<file path="config.mk">
export PLATFORM = sky130hd
export DESIGN_NAME = md_operand_queue
export DESIGN_NICKNAME = d
export VERILOG_FILES = /design/src/rtl/md_operand_queue.sv
export SDC_FILE = /design/constraint.sdc
export NUM_CORES = 1
export LEC_CHECK = 0
export CORE_MARGIN = 2
export CORE_UTILIZATION = 30
export CTS_BUF_LIST = sky130_fd_sc_hd__clkbuf_4 sky130_fd_sc_hd__clkbuf_8
export CTS_CLUSTER_DIAMETER = 120
export DETAILED_ROUTE_END_ITERATION = 12
export GPL_TIMING_DRIVEN = 0
export SETUP_SLACK_MARGIN = 0.02
export SYNTH_ARGS = -nofsm -noshare
export SYNTH_HDL_FRONTEND = slang
export SYNTH_SLANG_ARGS = --single-unit
</file>
<file path="constraint.sdc">
create_clock -name clk -period 2.3 [get_ports clk]
set_input_delay 0.46 -clock clk [delete_from_list [all_inputs] [get_ports clk]]
set_output_delay 0.46 -clock clk [all_outputs]
set_load 0.03 [all_outputs]
</file>
<file path="src/rtl/md_operand_queue.sv">
// Operand staging FIFO in front of the multiply/divide unit.
// Holds up to DEPTH {A, B, ctrl} operations; optional write-through when empty.
module md_operand_queue #(
  parameter int WIDTH  = 32,
  parameter int CTRL_W = 2,
  parameter int DEPTH  = 4,
  parameter int BYPASS = 1
) (
  input  logic                   clk,
  input  logic                   reset,
  input  logic                   flush,
  input  logic                   in_valid,
  output logic                   in_ready,
  input  logic [WIDTH-1:0]       in_a,
  input  logic [WIDTH-1:0]       in_b,
  input  logic [CTRL_W-1:0]      in_ctrl,
  output logic                   out_valid,
  input  logic                   out_ready,
  output logic [WIDTH-1:0]       out_a,
  output logic [WIDTH-1:0]       out_b,
  output logic [CTRL_W-1:0]      out_ctrl,
  output logic [$clog2(DEPTH):0] count,
  output logic                   full,
  output logic                   empty,
  output logic                   pending
);

  localparam int PTR_W = $clog2(DEPTH);
  localparam int CNT_W = PTR_W + 1;
  localparam int ENT_W = 2 * WIDTH + CTRL_W;
  localparam logic [CNT_W-1:0] DEPTH_C = CNT_W'(DEPTH);

  logic [ENT_W-1:0] mem_q [DEPTH];
  logic [ENT_W-1:0] mem_d [DEPTH];
  logic [PTR_W-1:0] wr_ptr_q, wr_ptr_d;
  logic [PTR_W-1:0] rd_ptr_q, rd_ptr_d;
  logic [CNT_W-1:0] count_q, count_d;

  logic             bypass_act;
  logic             push, pop;
  logic             wr_en, rd_en;
  logic [ENT_W-1:0] in_ent, head_ent, out_ent;

  // Status and head selection; in_ready is a pure function of the count register.
  always_comb begin
    full       = (count_q == DEPTH_C);
    empty      = (count_q == '0);
    in_ready   = !full;
    count      = count_q;
    bypass_act = (BYPASS != 0) && empty;
    in_ent     = {in_a, in_b, in_ctrl};
    head_ent   = mem_q[rd_ptr_q];
    out_valid  = bypass_act ? in_valid : !empty;
    out_ent    = bypass_act ? in_ent : head_ent;
    pending    = out_valid;
    {out_a, out_b, out_ctrl} = out_ent;
  end

  // An operation consumed straight through the bypass is never stored.
  always_comb begin
    push  = in_valid && in_ready && !flush;
    pop   = out_valid && out_ready && !flush;
    wr_en = push && !(bypass_act && pop);
    rd_en = pop && !bypass_act;
  end

  always_comb begin
    mem_d    = mem_q;
    wr_ptr_d = wr_ptr_q;
    rd_ptr_d = rd_ptr_q;
    count_d  = count_q;
    if (flush) begin
      wr_ptr_d = '0;
      rd_ptr_d = '0;
      count_d  = '0;
    end else begin
      if (wr_en) begin
        mem_d[wr_ptr_q] = in_ent;
        wr_ptr_d        = wr_ptr_q + PTR_W'(1);
      end
      if (rd_en) begin
        rd_ptr_d = rd_ptr_q + PTR_W'(1);
      end
      case ({wr_en, rd_en})
        2'b10:   count_d = count_q + CNT_W'(1);
        2'b01:   count_d = count_q - CNT_W'(1);
        default: count_d = count_q;
      endcase
    end
  end

  always_ff @(posedge clk or negedge reset) begin
    if (!reset) begin
      for (int i = 0; i < DEPTH; i++) begin
        mem_q[i] <= '0;
      end
      wr_ptr_q <= '0;
      rd_ptr_q <= '0;
      count_q  <= '0;
    end else begin
      mem_q    <= mem_d;
      wr_ptr_q <= wr_ptr_d;
      rd_ptr_q <= rd_ptr_d;
      count_q  <= count_d;
    end
  end

endmodule

</file>
* Word level (Yosys, flattened, before mapping)
Cells that the tools add are included.
** Storage, ports and cells
- Flip-flop bits (word level) :: 271
- Bits of input ports :: 71
- Output and inout port bits :: 74
** Operators by class
- $add $sub $neg :: 4
- Order comparisons :: 3
- Equal/unequal tests :: 3
- Mux-type cells :: 14
- Bitwise logic cells :: 3
- Reductions and logical operators :: 17
** Operators with widths (count)
- bitwise mux 264 bit :: 1
- two-way mux 66 bit :: 4
- binary-select mux 66 bit (select 2 bit) :: 1
- demux 66 bit (select 2 bit) :: 1
- logical AND 1 bit :: 8
- two-way mux 2 bit :: 4
- >= comparator 3 bit (second input constant) :: 2
- inverter 2 -> 3 bit :: 2
- case mux 3 bit (2 select lines) :: 1
- adder 2 x 1 -> 2 bit (second input constant) :: 2
- zero test 1 bit :: 4
- nonzero test 2 bit :: 2
- adder 3 x 1 -> 3 bit (second input constant) :: 1
- equality test 3 bit (second input constant) :: 1
- zero test 3 bit :: 1
- < comparator 3 x 1 -> 1 bit (second input constant) :: 1
- two-way mux 3 bit :: 1
- nonzero test 3 bit :: 1
- subtractor 3 x 1 -> 3 bit (second input constant) :: 1
- equality test 2 x 1 -> 1 bit (second input constant) :: 1
- equality test 2 bit (second input constant) :: 1
- AND reduction 2 bit :: 1
- two-way mux 1 bit :: 1
- inverter 1 bit :: 1

* Logic depth before layout (Yosys ltp)
- Depth in word-level cells :: 11
- Mapped depth :: 10

* Worst setup path before layout
OpenSTA, ideal clock, no wires.
- Path type :: flip-flop to flip-flop
- Start :: reg count_q[0], in the netlist count[0]
- End :: reg count_q[2], in the netlist count[2]
- Library setup time :: 0.125 ns
- Arrival :: 2.330 ns
- Data required time :: 2.175 ns
- Slack :: -0.156 ns
- Stages on the path, launching flop included :: 11
- Path buffers :: 2
- Path through :: dfrtp_1 > buf_6 > or3_1 > clkbuf_1 > nand2_1 > nor3_1 > fa_1 > nand2b_1 > nor2_1 > a211oi_1 > a2111oi_0
** Between the ends
- Word-level cells in the longest chain between the ends :: 11
- Elaborated cells on any way between the ends :: 20
- Classes of those cells :: add/sub (2); eq/ne (3); mux (3); reduce/logical (12)
** RTL lines
- from (decl) :: RTL line 37 : logic [CNT_W-1:0] count_q, count_d;
- from (signal assigned) :: RTL line 104 : count_q <= count_d;
- zero test 3 bit :: RTL line 47 : empty = (count_q == '0);
- zero test 1 bit :: RTL line 53, 64
- two-way mux 1 bit :: RTL line 53 : out_valid = bypass_act ? in_valid : !empty;
- logical AND 1 bit (2 in a row) :: RTL line 62 : pop = out_valid && out_ready && !flush;
- logical AND 1 bit :: RTL line 63 : wr_en = push && !(bypass_act && pop);
- zero test 1 bit :: RTL line 63
- logical AND 1 bit :: RTL line 63
- equality test 2 x 1 -> 1 bit / equality test 2 bit (equally long branches) :: RTL line 84 : case ({wr_en, rd_en})
- case mux 3 bit (2 select lines) :: RTL line 84
- two-way mux 3 bit :: RTL line 72 : if (flush) begin
Parallel ways exist; a longest one is shown, timed or not.
A chain may end at the register's enable or synchronous reset.

* Final worst setup path
- Start :: reg count_q[2], in the netlist count[2]
- End :: out out_a[11]
** Between the ends
- Word-level cells in the longest chain between the ends :: 2
** RTL lines
- zero test 3 bit :: RTL line 47
- two-way mux 66 bit :: RTL line 54 : out_ent = bypass_act ? in_ent : head_ent;
- to (decl) :: RTL line 19 : output logic [WIDTH-1:0] out_a,
Every way passes these cells.

==> results.cfg <==
[pwr]
power_uw = 19300
powerDensity_nw_per_um2 = 1080
ir_worst_vdd_uv = 522
p_leak_uw = 0.00865

[critical_path]
critPathArrivalTime_ns = 2.36
worst_setup_path_start_kind = flip-flop
cp_top_family = buffers and inverters
slowest_stage = dfrtp_2
worst-path-buf-inv = 7
worst-path-max-fanout = 6
worstSetupPathType = flip-flop to primary output
cp.required_ns = 1.84
cpPeakStageDelay_ns = 0.41
cpMostUsedCell = buf_8
ff2ff_path_depth = 12
cp_cell_sequence = buf_6 -> or3_4 -> buf_8 -> inv_12 -> buf_12 -> buf_8 -> buf_8 -> nand2_2 -> nand2_2 -> buf_6
endpoint_kind = primary output
cp.depth = 10

[clock_tree]
cts_root_buf = clkbuf_8
cts_buffer_depth = 3
cts_made_buffers = 49
cts_tree = done
cts_max_level = 2
cts.sinks = 271
clkLatencyLatePin_ns = 0.61
clkTransAtPathRegs_ns = 0.06

[die]
start_util_pct = 30.2
fp.dieW_um = 217
die_area_sq_um = 47200
die_h_um = 217
row_count = 78
pin_count = 145
core_sq_um = 45200

[drt]
ant_nets = 0
drt_iter0_markers = 341
viasPerCell = 4.67
dr.pass1.iters = 4
wl_per_cell_um = 19.3
dr_total_vias = 8297
drc = 0
postRouteWirelength_mm = 34.3

[timing]
slew_headroom_pct = 59.2
worst_slack_ns = -0.523
slew_viol_final = 0
setup_tns_ns = -30.64
fmax_mhz = 354
finalSetupViolCount = 71
period_needed_ns = 2.82
tightestPinTransition_ns = 0.613
finalClockSkew_ns = 0.0175
final.period_utilization_pct = 123
hold_viol = 0
rsz0062_at_grt = true

[yosys]
syn-instance-count = 922
syn_avg_cell_area_sq_um = 14.8
yosysUniqueCellTypes = 37
ys.flop_type = dfrtp_1
synth_edf_count = 0
synth_fp_nets = 998
syn_area_sq_um = 13600
yosysSeqAreaShare_pct = 49.7
ys_async_sr_fraction_pct = 100
synth_seq_cells = 271
yosysWarnings = 0

[grt]
use_met3_pct = 3.55
grt_pass1_vias = 9221
grtUsageMet1_pct = 19.7
grt_max_degree = 110
grtUsageMet2_pct = 23.9
antenna_found_initial = 2
grt_overflow_total = 0
grt_pass1_wl_mm = 54.3
top_usage_layer = met2
grt_use_total_pct = 14.9

[place]
hpwlAfterDp_mm = 21.8
place.gp.congestion = 0.706
portBuffers = 142
dpl-instance-area_sq_um = 15900

[cells_and_area]
final_area_sq_um = 17900
nNetsFinal = 1219
final_layout_size_suffix_gt1_share_pct = 57.1
layout_commonest_cell = dfrtp_1
diodes = 0
layout.cells.most_common_list = 267 x dfrtp_1, 160 x mux2_4, 130 x nand2_1, 104 x mux2_2, 68 x clkdlybuf4s50_1
syn2layout_area_growth_pct = 30.9
finalCoreUtilization_pct = 39.5

[outcome]
outcome = finished, violations left
violations = negative setup slack

[flow_run]
maxCapViolCount = 0

[hold_path]
min_path_type = input pin to flip-flop
holdPathStages = 2
-- final timing paths --
kind                                       start                      end  slack, ns
setup / recovery            count[2]$_DFFE_PN0P_                out_a[11]      -0.52
hold / removal                             flush  rd_ptr_q[0]$_DFFE_PN0P_       0.19
setup reg to reg            count[2]$_DFFE_PN0P_     count[2]$_DFFE_PN0P_      -0.19
hold reg to reg            mem_q[73]$_DFFE_PN0P_    mem_q[73]$_DFFE_PN0P_       0.50
max in group asynchronous                  reset    mem_q[74]$_DFFE_PN0P_       0.92
min in group asynchronous                  reset   mem_q[117]$_DFFE_PN0P_       0.39
-- routing by layer --
metal | wire, um | part of all wire [%]
met2 | 16200 | 47
met3 | 1610 | 4.7
met5 | 26 | 0.076
met4 | 852 | 2.5
met1 | 15600 | 45
-- metrics by stage --
step	setup WS (ns)	cells	hold WS (ns)
6_report	-0.523	1776	0.189
3_5_place_dp	-0.920	1666	0.479
5_1_grt	-0.633	1776	0.190
3_3_place_gp	-12.04	1664	0.482
4_1_cts	-0.629	1774	0.115
2_1_floorplan	0.0511	922	0.164
-- cells by family after synthesis --
| kind of cell | share of synthesized area, % |
|---|---|
| mux | 37.1 |
| flops | 49.7 |
| simple gates | 6.64 |
| buf+inv | 5.03 |
| compound gates | 0.798 |
| fa+ha+maj | 0.513 |
| xor+xnor | 0.193 |
-- cell type report --
| class | count | area (sq um) |
|---|---|---|
| inverter | 7 | 38.8 |
| tap | 600 | 751 |
| sequential | 271 | 6790 |
| fill | 4271 | 27300 |
| multi-input combinational | 580 | 6590 |
| clock buffer | 77 | 953 |
| timing repair buffer | 172 | 1790 |
| clock inverter | 7 | 88.8 |
| buffer | 62 | 868 |
-- cells in the mapped netlist, types with 3 or more instances --
cell type    n  area, sq um
dfrtp_1    271         6780
nand2_1    205          769
mux2_4     160         2400
mux2_2     104         1170
mux4_2      66         1490
buf_12      20          400
buf_2       18         90.1
buf_4       15          113
nor2_1       7         26.3
clkbuf_1     5         18.8
inv_1        5         18.8
ha_1         4         50.1
nand2_4      4         45.0
o21ai_0      4         20.0
buf_1        3         11.3
xor2_1       3         26.3
-- state kept, by name (all words and copies together) (netlist names) --
name      count
wr_ptr_q      2
count         3
rd_ptr_q      2
mem_q       264
-- power breakdown --
group,leakage [uW],internal [uW],total (uW),switching (uW)
clock,0.000558,2840,4930,2090
combinational,0.00464,4120,7030,2910
sequential,0.00345,6420,7300,877
total,0.00865,13400,19300,5880
-- worst reg2reg max path, delay by kind of cell, from the launching register on --
family                     cells  cell delay (ns)
DFF                            1             0.41
and+or+nand+nor                4             0.54
adders and majority gates      1             0.35
AOI/OAI and AO/OA              2             0.43
buffers and inverters          5             0.64
-- repair_timing --
item                                    4_1_cts  5_1_grt
buffers inserted                             21        3
endpoints found under the setup margin       74       73
gates resized for setup                     578       91
pin swaps                                    29       38
gates cloned                                  4        0
hold buffers                                  1        0
endpoints found under the hold margin        70        0
No activity file was read; power rests on OpenSTA's default activity.
==> variant 1 (same flow settings) <==
`CTRL_W`: 2 -> 4.
--- a/src/rtl/md_operand_queue.sv
+++ b/src/rtl/md_operand_queue.sv
@@ -2,7 +2,7 @@
 // Holds up to DEPTH {A, B, ctrl} operations; optional write-through when empty.
 module md_operand_queue #(
   parameter int WIDTH  = 32,
-  parameter int CTRL_W = 2,
+  parameter int CTRL_W = 4,
   parameter int DEPTH  = 4,
   parameter int BYPASS = 1
 ) (
Ports: changed (resized in_ctrl and out_ctrl); port bits go from 145 to 149. No check against the original RTL was run, so the function may have changed too.
==> variant 1 against the original RTL <==
  * The flow still finishes with violations (setup timing)
  * Worst setup slack better by 94 ps
  * Sequential share of layout area up 1.3 points
  * Sequential cell count up 8
  * Wire length down 0.13%
  * Non-clock buffer count down 4
  * Critical endpoint is now out_a[25]
  * Maximum frequency up 3.5%
  * Cell area down 0.55%
  * Critical path depth down 2
  * Cell count up 1.1%
  * Power up 0.26%
  * Largest power group unchanged
  * Worst hold slack better by 19 ps
  * Combinational power down 3.3%
  * Area after synthesis down 0.42%
  * Critical path type unchanged
==> variant 1: results (changes against the original RTL) <==
Routing
  • DR pass1 iterations: 4 (unchanged)
  • Final WL: 34200 um (was 34300 um)
  • First DRT Iteration DRCs: 396 (was 341)
  • Via count of the routed design: 8414 (was 8297)

Logic synthesis
  • Netlist cell types: 35 (was 37)
  • YS warnings: 0 (unchanged)
  • Sequential fraction of the synthesis area: 51.4% (was 49.7%)
  • Most frequent cells after synthesis: dfrtp_1, nand2_1, mux2_2, mux2_4, mux4_2 (was dfrtp_1, nand2_1, mux2_4, mux2_2, mux4_2)
  • Post-synth ARST share: 100% (unchanged)
  • Syn_nets: 1025 (was 998)
  • Post-synthesis average cell area: 14.4 um^2 (was 14.8 um^2)
  • Ranking of synthesized cells by area: dfrtp_1, mux2_2, mux4_2, mux2_4, nand2_1 (was dfrtp_1, mux2_4, mux4_2, mux2_2, nand2_1)

Timing
  • Worst Setup Slack, final: -428 ps (was -523 ps)
  • Final Setup Violations: 73 (was 71)
  • Setup Skew: 25.2 ps (was 17.5 ps)
  • Post-route setup TNS: -27530 ps (was -30640 ps)
  • Max-Slew Margin vs Limit: 58.5% (was 59.2%)

Power and ir drop
  • Worst VDD drop: 0.395 mV (was 0.522 mV)
  • P_leak: 0.00843 uW (was 0.00865 uW)

Placement
  • # port buffers: 146 (was 142)
  • Routability Congestion: 0.701 (was 0.706)
  • Hpwl dp: 21700 um (was 21800 um)
  • Dpl cells: 1687 (was 1666)
  • DP Area: 0.0159 mm^2 (about the same)

Clocking
  • Worst-Skew Late Latency: 610 ps (about the same)
  • Clock-pin transition on the worst setup and hold timing paths: 60 ps (about the same)
  • Clock H-tree levels: 2 (unchanged)
  • Inserted Clock Buffers: 52 (was 49)
  • Longest Clk Path Bufs: 3 (unchanged)
  • Root Driver: clkbuf_8 (unchanged)

Cells and area
  • Layout Cells excl Fill: 1795 (was 1776)
  • Max reg flops: 272 (was 264)
  • Layout cells sized above 1: 56.6% (was 57.1%)
  • Largest register by flop count: mem_q (unchanged)
  • Final net count: 1244 (was 1219)
  • Number of filler cells placed in the layout: 4149 (was 4271)

GRT
  • Initial antenna violation count: 2 (unchanged)
  • Vias in the first global route: 9229 (was 9221)
  • Aggregate global-route resource usage: 14.8% (was 14.9%)
  • Largest net degree at the start of global routing: 121 (was 110)
  • First-pass GRT wire length: 53900 um (was 54300 um)

Min path
  • Worst hold path type: in -> reg (unchanged)

Outcome
  • Status: finished, violations left (unchanged)
  • Violated checks: setup timing (unchanged)

Setup path
  • Crit Path Max Fanout: 10 (was 6)
  • Worst Path Arrival: 2270 ps (was 2360 ps)
[variant 1: changes by cell type after synthesis, moves of 2 or more]
cell,delta
clkbuf_1,+7
buf_1,-3
buf_4,+2
buf_2,+3
mux2_4,-80
nand2_1,+6
mux4_2,+2
mux2_2,+88
buf_12,-8
dfrtp_1,+8
[variant 1: through the flow]
stage,hold WS (ps),worst slack (ps)
floorplan,164,-19.6
global placement,481,-12240
detailed placement,451,-903
CTS,128,-527
global route,188,-537
finish,207,-428
[variant 1: worst max-delay path: stages, from the launching register on]
cell       delay [ps]
dfrtp_2           400
buf_6             120
or3_4             380
clkbuf_16         190
buf_12            160
buf_12            140
nand2_1            70
nand2_2            70
buf_6             140
[variant 1: report_power, final]
group	internal [uW]	switching [uW]	total, uW
Combinational	3870	2930	6800
Sequential	6610	839	7450
Clock	2960	2100	5070
Total	13400	5870	19300
[variant 1: cell type report]
class	instances	area, um^2	share of cell area, %
diodes	1	2.50	0.0141
well taps	592	741	4.17
repair buffers	167	1750	9.85
multi-input cells	596	6360	35.8
inverters	7	52.6	0.296
flip-flops and latches	279	6990	39.3
clock inverters	8	70.1	0.394
plain buffers	63	757	4.26
clock buffers	82	1040	5.86
[variant 1: logic make-up (layout without fill, tap and decap cells)]
logic type	count (synthesis)	after routing	synth area share, %
other cells	0	1	0
xor+xnor	3	3	0.193
mux	341	341	36.1
buf+inv	72	327	4.21
flops	279	279	51.4
simple gates	233	233	6.83
fa+ha+maj	5	5	0.516
compound gates	14	14	0.801
[variant 1: routing by layer]
metal	track usage, %	routed length, um	vias to the layer above
met5	0	10	-
met4	4.50	645	2
met3	3.31	1600	49
met2	23.9	16300	164
met1	19.9	15700	4402
li1	-	-	3797
[variant 1: worst paths after layout]
kind                                 from  cells past startpoint     endpoint  slack (ps)
worst max-delay path             count[2]                      8    out_a[25]        -430
worst min-delay path                flush                      2  rd_ptr_q[1]         210
worst max register to register   count[2]                     11     count[2]        -130
worst min register to register  mem_q[99]                      1    mem_q[99]         500
max in group asynchronous           reset                      3   mem_q[233]         900
min in group asynchronous           reset                      2   mem_q[264]         410
[variant 1: what timing repair did]
| item | 4_1_cts | 5_1_grt |
|---|---|---|
| buffers inserted | 14 | 2 |
| resized for setup | 583 | 91 |
| hold buffers | 1 | 0 |
| pin swaps | 14 | 11 |
| endpoints found under the hold margin | 62 | 0 |
| cloned | 1 | 1 |
| setup endpoints to repair | 76 | 76 |
==> variant 2 (same flow settings) <==
Made on the original files. Reset style: synchronous (`reset`), changed in one clocked block.
--- a/src/rtl/md_operand_queue.sv
+++ b/src/rtl/md_operand_queue.sv
@@ -89,7 +89,7 @@
     end
   end
 
-  always_ff @(posedge clk or negedge reset) begin
+  always_ff @(posedge clk) begin
     if (!reset) begin
       for (int i = 0; i < DEPTH; i++) begin
         mem_q[i] <= '0;
Check against the original RTL: differs if reset is asserted again (counterexample within 4 cycles, from zero or initial values and one cycle with reset low); with reset held inactive, the same outputs for 4 cycles.
==> variant 2 against the original RTL <==
  * The run still ends with setup timing left
  * Sequential cell count stayed put
  * Area after synthesis decreased by 8.0%
  * Cell count up 31%
  * Non-clock buffer count up 103
  * Wire length increased by 34%
  * Worst setup slack better by 230 ps
  * Utilization increased by 2.6 points
  * Cell area fell by 3.0%
  * Largest cell class is now multi-input gates
Power is not compared: it rests on default switching activity, and its combinational part moved more than twofold at a synthesized area within 25%.
==> variant 2: results (changes against the original RTL) <==
Outcome
  • Status: finished, violations left (unchanged)
  • Violated checks: setup timing (unchanged)

Placement
  • DP Area: 0.0147 mm^2 (was 0.0159 mm^2)
  • # port buffers: 143 (was 142)
  • Hpwl dp: 30200 um (was 21800 um)
  • Routability Congestion: 0.824 (was 0.706)
  • Post-Place Worst Slack: -1020 ps (was -920 ps)
  • Dpl cells: 2199 (was 1666)

Timing
  • Final Setup Violations: 69 (was 71)
  • Max-Slew Margin vs Limit: 43.4% (was 59.2%)
  • Worst Setup Slack, final: -291 ps (was -523 ps)
  • Setup Skew: 24.6 ps (was 17.5 ps)

GRT
  • Largest net degree at the start of global routing: 12 (was 110)
  • Aggregate global-route resource usage: 20.4% (was 14.9%)
  • Vias in the first global route: 12100 (was 9221)
  • First-pass GRT wire length: 70000 um (was 54300 um)
  • Initial antenna violation count: 0 (was 2)

Min path
  • Worst hold path type: reg -> reg (was in -> reg)
  • Hold Startpoint: mem_q[109] (was flush)

Cells and area
  • Layout Cells excl Fill: 2326 (was 1776)
  • Final net count: 1839 (was 1219)
  • Layout cells sized above 1: 27.3% (was 57.1%)

Routing
  • Via density: 5.28 (was 4.67)
  • DR pass1 iterations: 5 (was 4)
  • First DRT Iteration DRCs: 1171 (was 341)
  • Wire per inst: 19.7 um (was 19.3 um)

Setup path
  • Crit. Startpoint: rd_ptr_q[1] (was count[2])
  • FF-to-FF Start: count[0] (was count[2])
  • Worst Path Arrival: 2130 ps (was 2360 ps)

Power and ir drop
  • Worst VDD drop: 0.317 mV

Logic synthesis
  • Ranking of synthesized cells by area: dfxtp_1, nand2_1, mux4_2, nand3_1, o21ai_0 (was dfrtp_1, mux2_4, mux4_2, mux2_2, nand2_1)
  • Post-synth ARST share: 0% (was 100%)
  • Syn_nets: 1601 (was 998)
  • Netlist cell types: 29 (was 37)
  • Most frequent cells after synthesis: nand2_1, dfxtp_1, nand3_1, o21ai_0, clkbuf_1 (was dfrtp_1, nand2_1, mux2_4, mux2_2, mux4_2)
  • Post-synthesis average cell area: 8.24 um^2 (was 14.8 um^2)
  • Sequential fraction of the synthesis area: 43.2% (was 49.7%)

Clocking
  • Clock H-tree levels: 2 (unchanged)
  • Inserted Clock Buffers: 46 (was 49)
  • Worst-Skew Late Latency: 590 ps (was 610 ps)
[variant 2: cell families after synthesis]
family / synth area share (%)
adder cells (fa/ha/maj): 0.657
flip-flops: 43.2
AO/OA/AOI/OAI: 11.5
multiplexers: 11.9
buffers and inverters: 7.34
XOR/XNOR: 0.349
AND/OR/NAND/NOR: 25.1
[variant 2: worst paths after layout]
check / end / slack (ps) / cells past startpoint
setup / recovery: out_a[10] / -290 / 7
hold / removal: mem_q[109] / 450 / 2
setup reg to reg: mem_q[200] / 70 / 7
hold reg to reg: mem_q[109] / 450 / 2
[variant 2: metal layers]
metal	GRT usage, %	part of all wire (%)	vias to the layer above
met3	3.67	8.5	92
met1	27.5	42	5898
met4	7.02	3.2	0
met2	33.1	46	588
met5	0	0	-
li1	-	-	5695
[variant 2: repair_timing]
action / in CTS / in global routing
pin swaps: 56 / 91
gates resized for setup: 665 / 135
hold endpoints to repair: 0 / 0
setup endpoints to repair: 72 / 107
buffers inserted: 26 / 15
gates cloned: 7 / 7
[variant 2: through the flow]
stage / setup TNS [ps] / power (uW)
final: -15470 / 10600
after global routing: -19780 / 11000
after CTS: -18470 / 10600
after detailed placement: -138920 / 5970
after global placement: -134310 / 5970
after floorplan: 0 / 5410
[variant 2: worst max-delay path, stage by stage (launching register included)]
cell and delay [ps]:
dfxtp_4 390, buf_12 150, buf_12 120, buf_16 120, mux4_2 490, nand2_1 80, nand2_1 60, buf_6 130
[variant 2: where the power goes]
group	switching, uW	total (uW)	internal [uW]
registers	26.1	4770	4740
clock network	2020	4550	2530
logic	795	1310	511
[variant 2: cell type report]
cell class,count,area (um^2)
fill,4106,23800
multi-input combinational,1094,6750
sequential,271,5440
timing repair buffer,194,2260
buffer,143,1200
clock buffer,73,923
tap,532,666
inverter,12,57.6
clock inverter,7,37.5
